===== config.mk =====
export PLATFORM = sky130hd
export DESIGN_NAME = usb_rx_nrzi_decoder
export DESIGN_NICKNAME = d
export VERILOG_FILES = /design/src/rtl/usb_rx_pkg.sv /design/src/rtl/usb_rx_bit_timer.sv /design/src/rtl/usb_rx_nrzi_decoder.sv
export SDC_FILE = /design/constraint.sdc
export NUM_CORES = 1
export LEC_CHECK = 0
export CORE_ASPECT_RATIO = 1.5
export CORE_MARGIN = 2
export CORE_UTILIZATION = 25
export DETAILED_ROUTE_END_ITERATION = 8
export PLACE_DENSITY_LB_ADDON = 0.2
export SYNTH_ARGS = -nofsm -noshare
export SYNTH_HDL_FRONTEND = slang
export SYNTH_HIERARCHICAL = 1
export SYNTH_SLANG_ARGS = --single-unit

===== constraint.sdc =====
create_clock -name clk -period 4.4 [get_ports clk]
set_input_delay 0.66 -clock clk [delete_from_list [all_inputs] [get_ports clk]]
set_output_delay 0.66 -clock clk [all_outputs]
set_load 0.005 [all_outputs]

===== src/rtl/usb_rx_pkg.sv =====
// rtl/usb_rx_pkg.sv - shared FSM states, stuffing limit and line-state encodings for the USB receiver
package usb_rx_pkg;

    typedef enum logic [1:0] {
        IDLE   = 2'd0,
        ACTIVE = 2'd1,
        EOP1   = 2'd2,
        EOP2   = 2'd3
    } rx_state_t;

    localparam int STUFF_LIMIT = 6;

    // Line states as {dp, dm}, identical to the transmit encoder's view of the bus
    localparam logic [1:0] LS_J   = 2'b10;
    localparam logic [1:0] LS_K   = 2'b01;
    localparam logic [1:0] LS_SE0 = 2'b00;

endpackage


===== src/rtl/usb_rx_bit_timer.sv =====
// rtl/usb_rx_bit_timer.sv - bit-period timer that re-aligns on data edges and marks the sample point
module usb_rx_bit_timer #(
    parameter int CLKS_PER_BIT = 8,
    parameter int SAMPLE_PT    = 4
) (
    input  logic clk,
    input  logic n_rst,
    input  logic enable,
    input  logic resync,
    output logic sample_strobe
);

    localparam int TW = $clog2(CLKS_PER_BIT);
    localparam logic [TW-1:0] LAST   = TW'(CLKS_PER_BIT - 1);
    localparam logic [TW-1:0] SAMPLE = TW'(SAMPLE_PT);

    logic [TW-1:0] timer;

    always_ff @(posedge clk or negedge n_rst) begin
        if (!n_rst) begin
            timer <= '0;
        end else if (!enable || resync || timer == LAST) begin
            timer <= '0;
        end else begin
            timer <= timer + TW'(1);
        end
    end

    // An edge landing on the sample point restarts the period instead of sampling
    assign sample_strobe = enable && !resync && (timer == SAMPLE);

endmodule


===== src/rtl/usb_rx_nrzi_decoder.sv =====
// rtl/usb_rx_nrzi_decoder.sv - USB FS receive NRZI decoder, bit unstuffer and EOP detector; RX_STUFF_CHECK_EN enables stuff-error abort
module usb_rx_nrzi_decoder
    import usb_rx_pkg::*;
#(
    parameter int CLKS_PER_BIT = 8,
    parameter int SAMPLE_PT    = 4
) (
    input  logic clk,
    input  logic n_rst,
    input  logic d_plus_in,
    input  logic d_minus_in,
    output logic rx_bit,
    output logic rx_bit_valid,
    output logic rx_active,
    output logic eop_det,
    output logic stuff_err
);

    localparam logic [2:0] STUFF_LIM = 3'(STUFF_LIMIT);
    localparam logic [2:0] ONES_MAX  = 3'd7;

    logic dp_meta, dp_s, dm_meta, dm_s, dp_prev;
    logic data_edge, se0, sample, nrzi_bit;

    rx_state_t  state, state_nxt;
    logic [2:0] ones_cnt, ones_nxt;
    logic       prev_level, prev_nxt;
    logic       bit_nxt, valid_nxt, eop_nxt, err_nxt;

    always_ff @(posedge clk or negedge n_rst) begin
        if (!n_rst) begin
            dp_meta <= 1'b1;
            dp_s    <= 1'b1;
            dm_meta <= 1'b0;
            dm_s    <= 1'b0;
            dp_prev <= 1'b1;
        end else begin
            dp_meta <= d_plus_in;
            dp_s    <= dp_meta;
            dm_meta <= d_minus_in;
            dm_s    <= dm_meta;
            dp_prev <= dp_s;
        end
    end

    assign data_edge = dp_s ^ dp_prev;
    assign se0       = ({dp_s, dm_s} == LS_SE0);
    assign nrzi_bit  = (dp_s == prev_level);

    usb_rx_bit_timer #(
        .CLKS_PER_BIT (CLKS_PER_BIT),
        .SAMPLE_PT    (SAMPLE_PT)
    ) u_bit_timer (
        .clk           (clk),
        .n_rst         (n_rst),
        .enable        (state != IDLE),
        .resync        (data_edge),
        .sample_strobe (sample)
    );

    always_comb begin
        state_nxt = state;
        ones_nxt  = ones_cnt;
        prev_nxt  = prev_level;
        bit_nxt   = 1'b0;
        valid_nxt = 1'b0;
        eop_nxt   = 1'b0;
        err_nxt   = 1'b0;
        case (state)
            IDLE: begin
                if (data_edge && !dp_s && !se0) begin
                    state_nxt = ACTIVE;
                    prev_nxt  = 1'b1;
                    ones_nxt  = '0;
                end
            end
            ACTIVE: begin
                if (sample) begin
                    if (se0) begin
                        state_nxt = EOP1;
                    end else begin
                        prev_nxt = dp_s;
                        if (ones_cnt == STUFF_LIM && !nrzi_bit) begin
                            ones_nxt = '0;
`ifdef RX_STUFF_CHECK_EN
                        end else if (ones_cnt == STUFF_LIM) begin
                            err_nxt   = 1'b1;
                            state_nxt = IDLE;
`endif
                        end else begin
                            valid_nxt = 1'b1;
                            bit_nxt   = nrzi_bit;
                            if (!nrzi_bit) begin
                                ones_nxt = '0;
                            end else if (ones_cnt != ONES_MAX) begin
                                ones_nxt = ones_cnt + 3'd1;
                            end
                        end
                    end
                end
            end
            EOP1: begin
                if (sample) begin
                    state_nxt = se0 ? EOP2 : IDLE;
                end
            end
            EOP2: begin
                // SE1 reads as its dp level, so it completes the EOP like J
                if (sample && !se0) begin
                    eop_nxt   = dp_s;
                    state_nxt = IDLE;
                end
            end
            default: state_nxt = IDLE;
        endcase
    end

    always_ff @(posedge clk or negedge n_rst) begin
        if (!n_rst) begin
            state        <= IDLE;
            ones_cnt     <= '0;
            prev_level   <= 1'b1;
            rx_bit       <= 1'b0;
            rx_bit_valid <= 1'b0;
            eop_det      <= 1'b0;
            stuff_err    <= 1'b0;
        end else begin
            state        <= state_nxt;
            ones_cnt     <= ones_nxt;
            prev_level   <= prev_nxt;
            rx_bit       <= bit_nxt;
            rx_bit_valid <= valid_nxt;
            eop_det      <= eop_nxt;
            stuff_err    <= err_nxt;
        end
    end

    assign rx_active = (state != IDLE);

endmodule

Yosys cells after proc, flatten, opt, wreduce, memory -nomap -nowiden

Index checks and enable logic that the tools add are counted.

$add $sub $neg: 2
Equal/unequal tests: 15
Mux-type cells: 29
Bitwise gates (word level): 1
Reductions and logical operators: 20

Operator list:

| kind                | number |
|---|---|
| $mux 3              | 7 |
| $mux 1              | 13 |
| $mux 2              | 6 |
| $ne 2x2->1 const B  | 6 |
| $reduce_and 5->1    | 2 |
| $eq 3x3->1 const B  | 3 |
| $pmux 2 s4          | 1 |
| $add 3x1->3 const B | 2 |
| $logic_and 1x1->1   | 6 |
| $pmux 3 s2          | 1 |
| $logic_not 1->1     | 5 |
| $eq 2x2->1 const B  | 2 |
| $logic_not 2->1     | 2 |
| $ne 4x4->1 const B  | 1 |
| $reduce_and 4->1    | 1 |
| $reduce_bool 2->1   | 2 |
| $ne 3x3->1 const B  | 1 |
| $eq 2x1->1 const B  | 1 |
| $logic_or 1x1->1    | 2 |
| $pmux 1 s2          | 1 |
| $eq 1x1->1          | 1 |
| $xor 1x1->1         | 1 |

Register bits: 17
Input port bits: 4
Logic and storage cells: 79

Logic depth before layout (Yosys ltp)

Gate-level depths: netlist (run 1).

Depth after elaboration: 7
Mapped depth: 7
Depth with buffers taken out: 7

By module

The synthesis (run 1) kept the hierarchy.

By module, submodules not included:

| module              | instances | cells an instance | area each (µm²) |
|---|---|---|---|
| usb_rx_nrzi_decoder | 1         | 56                | 659.4 |
| usb_rx_bit_timer    | 1         | 12                | 170.2 |

Least setup slack after synthesis (run 1)

Ideal clock, no wire load.

Kind: register to register
Start point: reg dp_s
End point: reg ones_cnt[1]
Setup time: 0.138 ns
Arrival time: 1.806 ns
Slack: 2.455 ns
Stages on the path, launching flop included: 8
Cells stage by stage: dfstp_2 inv_1 ha_1 inv_1 and4b_1 mux2i_1 a311oi_2 o22ai_1

RTL lines:

| what                           | line                       | text |
|---|---|---|
| from (decl)                    | usb_rx_nrzi_decoder.sv:22  | `logic dp_meta, dp_s, dm_meta, dm_s, dp_prev;` |
| from (signal assigned)         | usb_rx_nrzi_decoder.sv:39  | `dp_s <= dp_meta;` |
| $xor 1x1->1                    | usb_rx_nrzi_decoder.sv:46  | `assign data_edge = dp_s ^ dp_prev;` |
| via data_edge                  | usb_rx_nrzi_decoder.sv:23  | `logic data_edge, se0, sample, nrzi_bit;` |
| $logic_not 1->1                | usb_rx_bit_timer.sv:30     | `assign sample_strobe = enable && !resync && (timer == SAMPLE);` |
| $logic_and 1x1->1 (2 in a row) | usb_rx_bit_timer.sv:30     |  |
| via sample                     | usb_rx_nrzi_decoder.sv:23  |  |
| $ne 2x2->1 (no line)           | n/a                        |  |
| $reduce_and 5->1 (no line)     | n/a                        |  |
| to (signal assigned)           | usb_rx_nrzi_decoder.sv:129 | `ones_cnt <= ones_nxt;` |
| to (decl)                      | usb_rx_nrzi_decoder.sv:26  | `logic [2:0] ones_cnt, ones_nxt;` |

The timed path passes the listed nets, and every way through them passes these cells. The select of a mux whose other input is x is not followed.
A chain may end at the register's enable or synchronous reset.

Worst setup path in the final report (run 1)

Start point: reg state[0]
End point: out rx_active

Cells in the longest elaborated chain, start to end: 1

RTL lines:

| what                   | line                       | text |
|---|---|---|
| from (decl)            | usb_rx_nrzi_decoder.sv:25  | `rx_state_t state, state_nxt;` |
| from (signal assigned) | usb_rx_nrzi_decoder.sv:128 | `state <= state_nxt;` |
| $reduce_bool 2->1      | usb_rx_nrzi_decoder.sv:138 | `assign rx_active = (state != IDLE);` |
| to (decl)              | usb_rx_nrzi_decoder.sv:14  | `output logic rx_active,` |

No other way between the ends.

==> metrics.txt, run 1 <==
Hold Path Sink dm_s; number of maximum-capacitance violations 0; global-route wire length before repair 2300 um; worst IR drop on VDD 0.175 mV; multiplexer area fraction after synthesis 3.62%; fin nets 90; top post-synthesis cells by area dfrtp_1 39%, dfstp_2 13%, ha_1 11%; leftover overflow at the end of global routing 0; mean instance size in the synthesized netlist 12.2 um^2; Setup TNS Final 0 ns; maximum number of pins on one net before global-route repair 18; share of the synthesized area in the top cell type 39.2%; Layout Skew 0.00141 ns; placeable core region 3160 um^2; cell internal power dissipation 289 uW; compound-cell area share of the yosys netlist 8.60%; area added between synthesis and finish 19.2%; Top Registers ones_cnt (3), u_bit_timer/timer (3), state (2); count of final hold-check violations 0; async set-or-reset flop fraction in the synthesized netlist 100%; Die Area 3800 um^2; slowest stage cell, crit path clkdlybuf4s50_1; total of hold buffers inserted after clock tree synthesis 0; Worst Path Arrival 1.54 ns; number of resized instances in the post-cts repair step 0; Site Rows 25; adder and majority cell fraction of the synthesized area 10.6%; number of global-route vias before repair 517; clock sink count 17; Critical R2R Capture ones_cnt[1]; number of buffers on the longest clock path 2; Final ANT Viol Nets 0; top library cells by usage in the layout, fill and taps aside 13 x dfrtp_1, 8 x inv_1, 7 x ha_1, 7 x clkdlybuf4s50_1, 6 x nor2_1; switching portion of total power 28.2%; first-pass detailed-route iteration total 2; nets in the synthesized netlist 79; fraction of final layout cells sized beyond drive strength 1 21.8%; Reg clk slew, reported paths 0.07 ns; placed wire-length estimate 992 um; portion of total power attributed to combinational logic 19.2%; class of the worst hold path flip-flop to flip-flop; most instantiated flip-flop cell in the synthesis netlist dfrtp_1; Max Freq 455 MHz; maximum fanout along the worst path 8; fin cells 118; clk_lat worst skew 0.25 ns; number of inserted diodes 0; delay of the slowest cell on the worst path 0.46 ns; critical path data required time 3.74 ns; Cell variety after synth 29; origin of the critical flop-to-flop path dp_s; share of the yosys chip area belonging to registers 51.9%; total vias in the final route 530; Port Buffer Count 7; status finished, final reports clean; sequential fraction of design power 51.9%; xor/xnor share of the synthesized area 1.06%; number of H-tree levels 1; worst-case hold slack 0.348 ns; r2r setup slk 2.26 ns; Hold Crit Start dm_meta; Post-synth EDFFs 0; unrepaired setup endpoints after global routing no; post-CTS setup buffer count 0; net switching power 114 uW; dominant combinational cell family by area after synthesis simple AND/OR/NAND/NOR gates; worst slack after detailed placement 2.26 ns; violation count after the first detailed-route iteration 5; kind of end point of the critical path output pin; post-synthesis instance area 830 um^2; kind of critical path flip-flop to output pin; final weighted congestion in routability-driven placement 0.718; effective utilization at floorplan 26.3%; die width 51.0 um; chain of cells forming the critical path or2_2, clkdlybuf4s50_1; depth of the worst register-to-register path 7; final slew viol count 0; number of antenna violations at the first check in global routing 0; residual DRC count 0; minimum clock period after layout 2.20 ns; minimum setup slack in the final design 2.20 ns; number of ports placed on the die boundary 9; routed wire length per instance 11.2 um; number of buffers created by CTS 3; register bit count reported by yosys 17; post-synthesis simple-gate area fraction 19.3%; cell accounting for the most synthesized area dfrtp_1; static leakage 0.000446 uW; headroom to the max-slew limit 50.3%; GRT Resource Usage Total 8.39%; clock tree from TritonCTS done; Via density 4.49; total placed cells including tap cells 114; Clk network pwr share 28.9%; actual transition at the worst max-transition pin 0.743 ns; Fillers 327; warning count from the yosys run 6; Pwr per Cell Area 408 nW/um^2; final wirelength 1320 um; most common cell after layout, fill and taps aside dfrtp_1; nature of the critical path startpoint flip-flop; fin crit share 49.9%; number of cells on the worst hold path 0; buffer type at the clock tree root clkbuf_8; instance count of the mapped netlist 68; overall die height 74.6 um; # setup viols final 0; final core utilization 31.3%
synth_stat cells (2+ instances only):
master and instances:
mux2i_1 3, and4bb_2 3, ha_1 7, dfstp_2 4, dfrtp_1 13, nor3b_1 2
inv_1 8, nor2_1 6, o22ai_1 2
cell type report:
cell class	instances	area [um^2]	share of cell area [%]
clock buffers	3	41.3	4.18
clock inverters	1	5.00	0.506
inverters	8	30.0	3.04
multi-input cells	42	362	36.6
flip-flops and latches	17	430	43.5
well taps	40	50.0	5.06
repair buffers	7	70.1	7.09
layer usage:
metal	vias to the layer above	part of all wire, %	routed length [um]	GRT usage, %
li1	256	-	-	-
met1	256	41	546	9.25
met2	13	51	672	13.9
met3	5	4.5	59	2.01
met4	0	3.3	43	6.31
met5	-	0	0	0
worst max-delay path: cells and delay by family (launching register included):
kind,cells,cell delay (ns)
buffers and inverters,1,0.46
AND/OR/NAND/NOR,1,0.37
flip-flops,1,0.45
power groups by stage:
stage	registers, uW	logic [uW]	clock network [uW]
finish	209	77.4	116
global route	213	89.4	127
CTS	210	79.8	121
detailed placement	212	78.8	0
global placement	212	79.1	0
floorplan	206	58.5	0
worst max-delay path by stage:
stage,cells after the start,end,from,slack (ns)
after floorplan,7,ones_cnt[1],dp_s,2.46
after global placement,7,ones_cnt[1],dp_s,2.32
after detailed placement,7,ones_cnt[1],dp_s,2.26
after CTS,2,rx_active,state[0],2.19
after global routing,7,ones_cnt[2],dp_s,2.07
final,2,rx_active,state[0],2.20
cells by family (layout without fill, tap and decap cells):
logic type | Yosys count | in the layout
simple gates | 21 | 21
flops | 17 | 17
compound gates | 9 | 9
buf+inv | 9 | 19
fa+ha+maj | 7 | 7
mux | 3 | 3
other cells | 1 | 1
xor+xnor | 1 | 1
through the flow:
stage	area, um^2	power [uW]
after CTS	988	410
after global routing	988	430
after global placement	942	291
after floorplan	830	264
after detailed placement	942	291
final	988	403
Note: power is estimated with default switching activity, not from simulation.
==> inputs of run 2 (changes only) <==
- clock period: 4.4 -> 1.9 ns (I/O delays scaled with it)
==> run 2 against run 1 <==
Effect of this change:
- die area stayed put
- core utilization increased by 2.4 points
- non-clock buffer count increased by 8
- wire length grew 4.2%
- final area increased by 7.7%
- critical path type is now flip-flop to flip-flop
- sequential power increased by 120%
- global-route usage about the same
- clock skew is 0.0030 ns higher
- first-iteration DRC count shrank 40%
==> metrics.txt, run 2 (same netlist as run 1, synthesis figures left out) <==
Final ANT Viol Nets 0; chain of cells forming the critical path inv_2, ha_4, inv_2, and4b_2, mux2i_2, a311oi_2, o22ai_1; kind of critical path flip-flop to flip-flop; placed wire-length estimate 979 um; most common cell after layout, fill and taps aside dfrtp_1; Site Rows 25; Fillers 332; fin cells 126; post-route design area 1060 um^2; fin nets 98; GRT Resource Usage Total 8.40%; Layout Skew 0.00440 ns; Top Registers ones_cnt (3), u_bit_timer/timer (3), state (2); sequential cell area 430 um^2; maximum number of pins on one net before global-route repair 18; number of buffers created by CTS 3; number of antenna violations at the first check in global routing 0; clock sink count 17; number of inserted diodes 0; origin of the critical flop-to-flop path dp_s; status finished, final reports clean; depth of the worst register-to-register path 7; area added between synthesis and finish 28.4%; number of H-tree levels 1; Die Area 3800 um^2; sequential fraction of design power 47.5%; critical path data required time 2.02 ns; number of global-route vias before repair 520; count of final hold-check violations 0; residual DRC count 0; most repeated library cell on the critical path inv_2; static leakage 0.000476 uW; Cell Area, Placed 981 um^2; portion of total power attributed to combinational logic 24.9%; final weighted congestion in routability-driven placement 0.718; buffer type at the clock tree root clkbuf_8; number of ports placed on the die boundary 9; leftover overflow at the end of global routing 0; first-pass detailed-route iteration total 2; minimum clock period after layout 1.83 ns; kind of end point of the critical path flip-flop; nature of the critical path startpoint flip-flop; total vias in the final route 546; global-route wire length before repair 2280 um; switching portion of total power 27.4%; fin crit share 96.4%; violation count after the first detailed-route iteration 3; routed wire length per instance 10.9 um; delay of the slowest cell on the worst path 0.53 ns; number of buffers on the longest clock path 2; Critical R2R Capture ones_cnt[2]; Pwr per Cell Area 913 nW/um^2; Port Buffer Count 7; top library cells by usage in the layout, fill and taps aside 13 x dfrtp_1, 8 x buf_4, 7 x clkdlybuf4s50_1; number of maximum-capacitance violations 0; final wirelength 1380 um; r2r setup slk 0.07 ns; fraction of final layout cells sized beyond drive strength 1 33.7%; final slew viol count 0; # setup viols final 0; worst IR drop on VDD 0.345 mV; Setup TNS Final 0 ns; clock tree from TritonCTS done; effective utilization at floorplan 26.3%; unrepaired setup endpoints after global routing yes; placeable core region 3160 um^2; total of hold buffers inserted after clock tree synthesis 0; cell internal power dissipation 706 uW; overall die height 74.6 um; die width 51.0 um; net switching power 266 uW; Via density 4.33; Reg clk slew, reported paths 0.07 ns; slowest stage cell, crit path dfstp_2; Max Freq 546 MHz; Clk network pwr share 27.6%; clk_lat worst skew 0.25 ns; Worst Path Arrival 1.95 ns; class of the worst hold path input pin to async pin; maximum fanout along the worst path 4; multi-input gate area in the final layout 379 um^2; total placed cells including tap cells 119
==> run 2: per-stage QoR <==
| step | hold WS [ns] | total power, uW | setup WS, ns | utilization, % |
|---|---|---|---|---|
| 3_5_place_dp | 0.337 | 696 | 0.00292 | 31.0 |
| 4_1_cts | 0.351 | 974 | 0.0457 | 33.0 |
| 3_3_place_gp | 0.334 | 695 | -0.00561 | 31.0 |
| 5_1_grt | 0.358 | 1030 | -0.0212 | 33.7 |
| 2_1_floorplan | -0.0106 | 611 | 0.0344 | - |
| 6_report | 0.348 | 972 | 0.0683 | 33.7 |
==> run 2: worst max path at each step <==
stage,startpoint,endpoint,cells after the start
CTS,dp_s,ones_cnt[1],7
finish,dp_s,ones_cnt[2],7
detailed placement,dp_s,ones_cnt[1],7
global placement,dp_s,ones_cnt[1],7
global route,dp_s,ones_cnt[0],7
floorplan,dp_s,ones_cnt[1],7
==> run 2: critical path, delay by kind of cell, from the launching register on <==
kind | cells | cell delay, ns
and+or+nand+nor | 1 | 0.31
AOI/OAI and AO/OA | 2 | 0.43
DFF | 1 | 0.53
adders and majority gates | 1 | 0.25
buffers and inverters | 2 | 0.08
muxes | 1 | 0.10
==> run 2: power by group through the flow <==
stage | Combinational [uW] | Sequential [uW] | Clock [uW]
global route | 269 | 470 | 292
finish | 242 | 462 | 269
CTS | 234 | 461 | 278
floorplan | 135 | 476 | 0
detailed placement | 228 | 468 | 0
global placement | 229 | 466 | 0
==> run 2: layer usage <==
metal,track usage (%),part of all wire (%),vias up
li1,-,-,271
met1,9.43,44,260
met2,13.3,50,11
met3,2.01,3.1,4
met4,7.21,2.9,0
met5,0,0,-
==> run 2: area by class of cell <==
cell class                 count  area share (%)
tap                           40            4.70
sequential                    17            40.4
timing repair buffer          15            12.2
multi-input combinational     42            35.6
clock buffer                   4            4.23
inverter                       8            2.82
==> run 2: timing repair <==
action / CTS / global route
gates cloned: 0 / 0
resized for setup: 0 / 5
pin swaps: 0 / 4
setup buffers: 2 / 1
setup endpoints to repair: 2 / 4
==> inputs of run 3 (changes only) <==
- RECOVER_POWER: unset -> 100
==> run 3 against run 2 <==
Effect of this change:
- highest routed layer unchanged
- total power shrank 0.56%
- critical path depth unchanged
- clock-buffer cell count stayed put
- wire length up 0.22%
- first-iteration DRC count decreased by 67%
- die area did not move
- via count up 1.3%
- clock power barely moved
- sequential cell count is the same
- combinational power is 2% lower
==> metrics.txt, run 3 (same netlist as run 1, synthesis figures left out) <==
Critical R2R Capture ones_cnt[2]; Final ANT Viol Nets 0; Layout Skew 0.00478 ns; number of ports placed on the die boundary 9; chain of cells forming the critical path inv_2, ha_4, inv_2, and4b_2, mux2i_2, a311oi_2, o22ai_1; headroom to the max-slew limit 40.1%; Top Registers ones_cnt (3), u_bit_timer/timer (3), state (2); number of inserted diodes 0; Site Rows 25; fin nets 98; net switching power 266 uW; maximum fanout along the worst path 4; final weighted congestion in routability-driven placement 0.718; origin of the critical flop-to-flop path dp_s; first-pass detailed-route iteration total 2; static leakage 0.000480 uW; number of global-route vias before repair 520; nature of the critical path startpoint flip-flop; residual DRC count 0; portion of total power attributed to combinational logic 24.5%; switching portion of total power 27.5%; maximum number of pins on one net before global-route repair 18; most common cell after layout, fill and taps aside dfrtp_1; fraction of final layout cells sized beyond drive strength 1 31.4%; final slew viol count 0; status finished, final reports clean; worst IR drop on VDD 0.345 mV; Via density 4.39; Reg clk slew, reported paths 0.06 ns; class of the worst hold path flip-flop to flip-flop; r2r setup slk 0.07 ns; routed wire length per instance 11.0 um; number of H-tree levels 1; sequential fraction of design power 47.7%; clock tree from TritonCTS done; Worst Path Arrival 1.95 ns; effective utilization at floorplan 26.3%; total of hold buffers inserted after clock tree synthesis 0; clock sink count 17; final core utilization 33.4%; # setup viols final 0; count of final hold-check violations 0; most repeated library cell on the critical path inv_2; delay of the slowest cell on the worst path 0.53 ns; cell internal power dissipation 701 uW; leftover overflow at the end of global routing 0; Max Freq 546 MHz; Pwr per Cell Area 917 nW/um^2; GRT Resource Usage Total 8.40%; number of cells on the worst hold path 0; kind of critical path flip-flop to flip-flop; kind of end point of the critical path flip-flop; unrepaired setup endpoints after global routing yes; final wirelength 1380 um; number of buffers on the longest clock path 2; placed wire-length estimate 979 um; Port Buffer Count 7; post-route design area 1050 um^2; Clk network pwr share 27.8%; placeable core region 3160 um^2; overall die height 74.6 um; Hold Crit Start dm_meta; actual transition at the worst max-transition pin 0.899 ns; Die Area 3800 um^2; Hold Path Sink dm_s; clk_lat worst skew 0.25 ns; total vias in the final route 553; depth of the worst register-to-register path 7; number of antenna violations at the first check in global routing 0; top library cells by usage in the layout, fill and taps aside 13 x dfrtp_1, 7 x buf_4; Cell Area, Placed 981 um^2; critical path data required time 2.02 ns; violation count after the first detailed-route iteration 1; area added between synthesis and finish 27.1%; buffer type at the clock tree root clkbuf_8; global-route wire length before repair 2280 um; number of maximum-capacitance violations 0; number of buffers created by CTS 3; fin crit share 96.4%; slowest stage cell, crit path dfstp_2; die width 51.0 um; minimum clock period after layout 1.83 ns
run 3: cell types whose count changed in the layout (fill, tap and decap cells not counted), sizes merged:
cell / before / now
buf: 8 / 7
clkbuf: 4 / 5
dlygate4sd3: 0 / 6
clkdlybuf4s50: 7 / 1
run 3: what timing repair did:
| action | 4_1_cts | 5_1_grt |
|---|---|---|
| setup buffers | 2 | 1 |
| resized for setup | 0 | 5 |
| setup endpoints to repair | 2 | 4 |
| pin swaps | 0 | 4 |
| hold endpoints to repair | 0 | 0 |
run 3: how the worst max path moves through the flow:
stage	cells past startpoint	end	from	slack, ns
5_1_grt	7	ones_cnt[0]	dp_s	-0.02
3_5_place_dp	7	ones_cnt[1]	dp_s	0.003
6_report	7	ones_cnt[2]	dp_s	0.07
4_1_cts	7	ones_cnt[1]	dp_s	0.05
2_1_floorplan	7	ones_cnt[1]	dp_s	0.03
3_3_place_gp	7	ones_cnt[1]	dp_s	-0.006
run 3: final cells by class:
type	count	area, um^2
Fill cell	333	2100
Sequential cell	17	430
Multi-Input combinational cell	42	373
Timing Repair Buffer	15	126
Tap cell	40	50.0
Clock buffer	4	45.0
Inverter	8	30.0
run 3: stage by stage:
step                setup TNS (ns)  setup WS (ns)  power (uW)  instances  hold slack (ns)
global route               -0.0397        -0.0212        1020        126            0.358
detailed placement               0        0.00292         696        119            0.337
floorplan                        0         0.0344         611         68          -0.0106
CTS                              0         0.0457         974        125            0.351
global placement          -0.00561       -0.00561         695        119            0.334
finish                           0         0.0681         967        126            0.348
run 3: worst max-delay path, delay by kind of cell, from the launching register on:
family,cells,cell delay (ns)
DFF,1,0.53
buffers and inverters,2,0.08
AOI/OAI and AO/OA,2,0.43
adders and majority gates,1,0.25
and+or+nand+nor,1,0.31
muxes,1,0.10
run 3: power groups by stage:
stage / Combinational (uW) / Sequential (uW) / Clock (uW)
6_report: 237 / 461 / 269
3_5_place_dp: 228 / 468 / 0
5_1_grt: 263 / 469 / 292
3_3_place_gp: 229 / 466 / 0
4_1_cts: 234 / 461 / 278
2_1_floorplan: 135 / 476 / 0
run 3: routing by layer:
metal	GRT usage [%]	part of all wire, %	vias up
li1	-	-	273
met1	9.43	44	265
met2	13.3	50	11
met3	2.01	3.1	4
met4	7.21	2.9	0
met5	0	0	-
